==> src/rtl/addsub_pkg.sv <==
// Shared types and default sizing for the chunked sequential adder/subtractor.
package addsub_pkg;

  localparam int unsigned DefWidth = 16;
  localparam int unsigned DefChunk = 4;

  typedef enum logic [1:0] {
    StIdle = 2'd0,
    StRun  = 2'd1,
    StDone = 2'd2
  } state_e;

endpackage

==> src/rtl/chunk_addsub.sv <==
// CHUNK-bit add/subtract slice: y/co = a + (b ^ {sel}) + ci; cmsb is the carry into the top bit.
module chunk_addsub #(
  parameter int unsigned CHUNK = 4
) (
  input  logic [CHUNK-1:0] a,
  input  logic [CHUNK-1:0] b,
  input  logic             sel,
  input  logic             ci,
  output logic [CHUNK-1:0] y,
  output logic             co,
  output logic             cmsb
);

  logic [CHUNK-1:0] bx;
  logic [CHUNK:0]   sum;

  // Slice sum; carry into the top bit recovered from the top sum bit and its operands.
  always_comb begin
    bx   = b ^ {CHUNK{sel}};
    sum  = {1'b0, a} + {1'b0, bx} + {{CHUNK{1'b0}}, ci};
    y    = sum[CHUNK-1:0];
    co   = sum[CHUNK];
    cmsb = sum[CHUNK-1] ^ a[CHUNK-1] ^ bx[CHUNK-1];
  end

endmodule

==> src/rtl/seq_addsub.sv <==
// Sequential adder/subtractor: processes CHUNK bits per clock over WIDTH/CHUNK RUN cycles,
// with a valid/ready handshake on both operand and result sides.
module seq_addsub
  import addsub_pkg::*;
#(
  parameter int unsigned WIDTH = DefWidth,
  parameter int unsigned CHUNK = DefChunk
) (
  input  logic             clk,
  input  logic             rst_n,
  input  logic             in_valid,
  output logic             in_ready,
  input  logic [WIDTH-1:0] a,
  input  logic [WIDTH-1:0] b,
  input  logic             sel,
  input  logic             ci,
  output logic             out_valid,
  input  logic             out_ready,
  output logic [WIDTH-1:0] y,
  output logic             co,
  output logic             ov,
  output logic             z
);

  localparam int unsigned NCH  = WIDTH / CHUNK;
  localparam int unsigned CNTW = (NCH > 1) ? $clog2(NCH) : 1;
  localparam logic [CNTW-1:0] LastCnt = CNTW'(NCH - 1);

  state_e            state_q, state_d;
  logic [CNTW-1:0]   cnt_q, cnt_d;
  logic              carry_q, carry_d;
  logic [WIDTH-1:0]  a_q, a_d;
  logic [WIDTH-1:0]  b_q, b_d;
  logic              sel_q, sel_d;
  logic [WIDTH-1:0]  y_q, y_d;
  logic              co_q, co_d;
  logic              ov_q, ov_d;
  logic              z_q, z_d;

  logic [CHUNK-1:0]  a_chunk, b_chunk, ch_y;
  logic              ch_co, ch_cmsb;
  logic [WIDTH-1:0]  y_next;

  // Select the operand slice addressed by the chunk counter.
  always_comb begin
    a_chunk = '0;
    b_chunk = '0;
    for (int k = 0; k < int'(NCH); k++) begin
      if (cnt_q == CNTW'(k)) begin
        a_chunk = a_q[k*CHUNK +: CHUNK];
        b_chunk = b_q[k*CHUNK +: CHUNK];
      end
    end
  end

  chunk_addsub #(
    .CHUNK (CHUNK)
  ) u_chunk (
    .a    (a_chunk),
    .b    (b_chunk),
    .sel  (sel_q),
    .ci   (carry_q),
    .y    (ch_y),
    .co   (ch_co),
    .cmsb (ch_cmsb)
  );

  // Result with the current chunk written into its slice.
  always_comb begin
    y_next = y_q;
    for (int k = 0; k < int'(NCH); k++) begin
      if (cnt_q == CNTW'(k)) begin
        y_next[k*CHUNK +: CHUNK] = ch_y;
      end
    end
  end

  // Next-state: accept in IDLE, one chunk per RUN cycle, hold result in DONE.
  always_comb begin
    state_d = state_q;
    cnt_d   = cnt_q;
    carry_d = carry_q;
    a_d     = a_q;
    b_d     = b_q;
    sel_d   = sel_q;
    y_d     = y_q;
    co_d    = co_q;
    ov_d    = ov_q;
    z_d     = z_q;
    unique case (state_q)
      StIdle: begin
        if (in_valid) begin
          a_d     = a;
          b_d     = b;
          sel_d   = sel;
          carry_d = ci;
          cnt_d   = '0;
          y_d     = '0;
          co_d    = 1'b0;
          ov_d    = 1'b0;
          z_d     = 1'b0;
          state_d = StRun;
        end
      end
      StRun: begin
        y_d     = y_next;
        carry_d = ch_co;
        cnt_d   = cnt_q + CNTW'(1);
        if (cnt_q == LastCnt) begin
          cnt_d   = '0;
          co_d    = ch_co;
          ov_d    = ch_cmsb ^ ch_co;
          z_d     = (y_next == '0);
          state_d = StDone;
        end
      end
      StDone: begin
        if (out_ready) begin
          state_d = StIdle;
        end
      end
      default: state_d = StIdle;
    endcase
  end

  // State and datapath registers; reset discards any in-flight operation.
  always_ff @(posedge clk or negedge rst_n) begin
    if (!rst_n) begin
      state_q <= StIdle;
      cnt_q   <= '0;
      carry_q <= 1'b0;
      a_q     <= '0;
      b_q     <= '0;
      sel_q   <= 1'b0;
      y_q     <= '0;
      co_q    <= 1'b0;
      ov_q    <= 1'b0;
      z_q     <= 1'b0;
    end else begin
      state_q <= state_d;
      cnt_q   <= cnt_d;
      carry_q <= carry_d;
      a_q     <= a_d;
      b_q     <= b_d;
      sel_q   <= sel_d;
      y_q     <= y_d;
      co_q    <= co_d;
      ov_q    <= ov_d;
      z_q     <= z_d;
    end
  end

  assign in_ready  = (state_q == StIdle);
  assign out_valid = (state_q == StDone);
  assign y         = y_q;
  assign co        = co_q;
  assign ov        = ov_q;
  assign z         = z_q;

endmodule

==> config.mk <==
export PLATFORM = sky130hd
export DESIGN_NAME = seq_addsub
export DESIGN_NICKNAME = d
export VERILOG_FILES = /design/src/rtl/addsub_pkg.sv /design/src/rtl/chunk_addsub.sv /design/src/rtl/seq_addsub.sv
export SDC_FILE = /design/constraint.sdc
export NUM_CORES = 1
export LEC_CHECK = 0
export CAP_MARGIN = 20
export CORE_MARGIN = 4
export CORE_UTILIZATION = 40
export DETAILED_ROUTE_END_ITERATION = 16
export GPL_ROUTABILITY_DRIVEN = 0
export PLACE_DENSITY_LB_ADDON = 0.2
export RECOVER_POWER = 100
export SLEW_MARGIN = 10
export SYNTH_ARGS = -nofsm -noshare
export SYNTH_HDL_FRONTEND = slang
export SYNTH_SLANG_ARGS = --single-unit
==> constraint.sdc <==
create_clock -name clk -period 3 [get_ports clk]
set_input_delay 0.6 -clock clk [delete_from_list [all_inputs] [get_ports clk]]
set_output_delay 0.6 -clock clk [all_outputs]
set_load 0.01 [all_outputs]
==> impl_metrics.env <==
export IMPL_worstPathArrival_ps=3260
export IMPL_dp_cells=465
export IMPL_antenna_found_initial=0
export IMPL_hpwl_mm=4.85
export IMPL_cp_cell_sequence="inv_2 -> ha_4 -> nor2b_4 -> a22oi_2 -> nor2_1 -> a21oi_1 -> o21ai_1 -> xor2_1 -> fa_2 -> fa_2 -> buf_4 -> buf_4 -> buf_4 -> xnor2_2 -> nor2_2 -> a22o_1"
export IMPL_grt_setup_unrepaired="true"
export IMPL_finalSetupViolations=4
export IMPL_die_h_um=91.6
export IMPL_die_w_um=91.6
export IMPL_final_core_util_pct=57.6
export IMPL_path_max_fanout=4
export IMPL_drt_iter0_drc=116
export IMPL_rr_startpoint="cnt_q[0]"
export IMPL_cts_htree_levels=3
export IMPL_viasPerCell=4.81
export IMPL_syn_area_um2=2800
export IMPL_fin_nets=431
export IMPL_yosysWarnings=0
export IMPL_ys_async_sr_fraction_pct=100
export IMPL_p_per_area_nw_per_um2=1420
export IMPL_fp_coreArea_um2=6790
export IMPL_power_leakage_uw=0.00190
export IMPL_fin_crit_sh_pct=101
export IMPL_syn_to_final_growth_pct=39.8
export IMPL_drc=0
export IMPL_worst_slack_ps=-40.1
export IMPL_clkTransAtPathRegs_ps=70
export IMPL_fin_cells=485
export IMPL_drive_above_1_share_pct=15.7
export IMPL_clock_latency_ps=330
export IMPL_whs_ps=353
export IMPL_status="complete, but fails checks"
export IMPL_cts_root_buf="clkbuf_8"
export IMPL_cpMostUsedCell="buf_4"
export IMPL_first_pass_iters=5
export IMPL_cts_num_sinks=57
export IMPL_slew_viol_final=0
export IMPL_synth_edf_count=0
export IMPL_avgSynthCellArea_um2=9.11
export IMPL_grt_pass1_vias=2422
export IMPL_crit_slowest_cell="dfrtp_2"
export IMPL_die_area_um2=8390
export IMPL_cap_viol_max_count=0
export IMPL_num_vias=2331
export IMPL_fin_setup_tns_ps=-121
export IMPL_synth_cells=307
export IMPL_yosysUniqueCellTypes=40
export IMPL_cts_max_path_buffers=2
export IMPL_avgRoutedWirePerCell_um=13.8
export IMPL_worst_ir_drop_vdd_uv=580
export IMPL_initial_core_util_pct=41.2
export IMPL_layout_min_cycle_time_ps=3040
export IMPL_cts_tree="done"
export IMPL_ys_ff_latch=57
export IMPL_required_ps=3220
export IMPL_ys_seq_area_share_pct=51.0
export IMPL_grt_pass1_wl_mm=11.3
export IMPL_gr_total_overflow=0
export IMPL_cts_made_buffers=9
export IMPL_fp_row_count=30
export IMPL_worst_slew_pin_slew_ps=1470
export IMPL_io_buffers=58
export IMPL_cpPeakStageDelay_ps=430
export IMPL_failed_checks="negative setup slack"
export IMPL_antenna_cells=0
export IMPL_relSlewSlack_pct=2.13
export IMPL_finalHoldViolCount=0
export IMPL_endpoint_kind="flop"
export IMPL_crit_type="flop to flop"
export IMPL_routed_wl_mm=6.69
export IMPL_clock_skew_ps=6.48
export IMPL_cp_startpoint="cnt_q[0]"
export IMPL_postCtsHoldBufs=0
export IMPL_ios=59
export IMPL_synth_main_ff_cell="dfrtp_1"
export IMPL_hp_class="input port to asynchronous set/reset pin"
export IMPL_critPathLaunchType="flop"
export IMPL_grt_usage_pct=16.9
export IMPL_grt_max_degree=37
export IMPL_drtAntennaViolNets=0
export IMPL_syn_nets=354
export IMPL_fmax_mhz=329
-- flip-flops by register name, summed over array words and instances, names as in the netlist --
| signal | cells |
|---|---|
| a_q | 16 |
| b_q | 16 |
| carry_q | 1 |
| cnt_q | 2 |
| co | 1 |
| ov | 1 |
| sel_q | 1 |
| state_q | 2 |
| y | 16 |
| z | 1 |
-- metrics by stage --
step                      instance area [µm²]  worst slack (ps)  power, µW
final                                    3910             -40.1       5540
after global routing                     3910              -183       6000
after CTS                                3920              -134       5580
after detailed placement                 3580              -152       4380
after global placement                   3580             -59.5       4280
after floorplan                          2810              18.3       3310
-- power breakdown --
group	leakage (µW)	switching (µW)	total, µW	internal, µW
sequential	0.000725	236	1340	1100
clock	0.000115	307	817	510
combinational	0.00106	1720	3390	1670
-- synth_stat cells, types with 2 or more instances --
master	n	area share, %
buf_6	2	0.81
ha_1	7	3.1
a22o_1	8	2.5
a22oi_1	6	1.6
nand2b_1	2	0.45
a21o_1	2	0.54
xor2_1	4	1.3
buf_1	2	0.27
nor4_1	2	0.45
nor2_1	12	1.6
a21oi_1	9	1.6
and2_1	2	0.45
clkbuf_1	12	1.6
o22ai_1	3	0.67
xnor2_1	4	1.3
a32o_1	6	2.1
fa_1	2	1.4
inv_1	6	0.81
nor2b_1	5	1.1
dfrtp_1	57	51
nand2_1	118	16
o21ai_0	18	3.2
-- logic make-up after synthesis --
logic type               Yosys count  share of synthesized area, %
XOR/XNOR                           9                          3.09
adder cells (fa/ha/maj)            9                          4.56
multiplexers                       1                         0.403
flip-flops                        57                          51.0
AO/OA/AOI/OAI                     59                          14.8
buffers and inverters             24                          3.94
AND/OR/NAND/NOR                  148                          22.2
-- area by class of cell --
cell class	count	area (µm²)
fill	626	2880
sequential	57	1430
multi-input combinational	226	1350
timing repair buffer	84	758
clock buffer	11	151
tap	96	120
clock inverter	5	77.6
inverter	6	22.5
-- layer usage --
metal	global-route usage [%]	vias to the layer above	wire length, µm
met5	0	-	0
met4	5.15	0	131
met3	4.68	14	362
met2	27.7	69	3150
met1	21.7	1067	3050
li1	-	1181	-
-- worst paths after layout --
check | end | slack [ps] | depth (start not counted)
worst max-delay path | y[6] | -40 | 16
worst min-delay path | y[4] | 350 | 1
worst max register to register | y[6] | -40 | 16
worst min register to register | b_q[11] | 470 | 2
max in group asynchronous | cnt_q[0] | 850 | 2
min in group clk | b_q[11] | 470 | 2
-- critical path: cells and delay by family, from the launching register on --
family,cells,cell delay (ps)
flip-flops,1,430
buffers and inverters,4,460
AND/OR/NAND/NOR,3,280
XOR/XNOR,2,330
AO/OA/AOI/OAI,4,550
adder cells (fa/ha/maj),3,880
-- cells in the final DEF, fill, tap and decap left out, drive strengths merged, types with 2 or more instances in the layout --
cell type | Yosys | layout
nand2 | 118 | 118
a22oi | 6 | 6
nand2b | 2 | 2
a22o | 8 | 8
a21oi | 9 | 9
o22ai | 3 | 3
o31ai | 2 | 2
xor2 | 5 | 5
clkinv | 0 | 2
dlygate4sd3 | 0 | 22
a32o | 6 | 6
nor4 | 2 | 2
inv | 6 | 6
ha | 7 | 7
xnor2 | 4 | 4
o21ai | 19 | 19
clkdlybuf4s50 | 0 | 35
fa | 2 | 2
a211oi | 2 | 2
dfrtp | 57 | 57
a21o | 2 | 2
nor2b | 6 | 6
and2 | 2 | 2
buf | 6 | 22
nor2 | 12 | 12
bufinv | 0 | 2
clkbuf | 12 | 16
-- what timing repair did --
action / in CTS / in global routing
setup endpoints to repair: 7 / 13
buffers inserted: 4 / 3
pin swaps: 14 / 10
gates resized for setup: 22 / 5
Power figures use the tool's default switching activity.
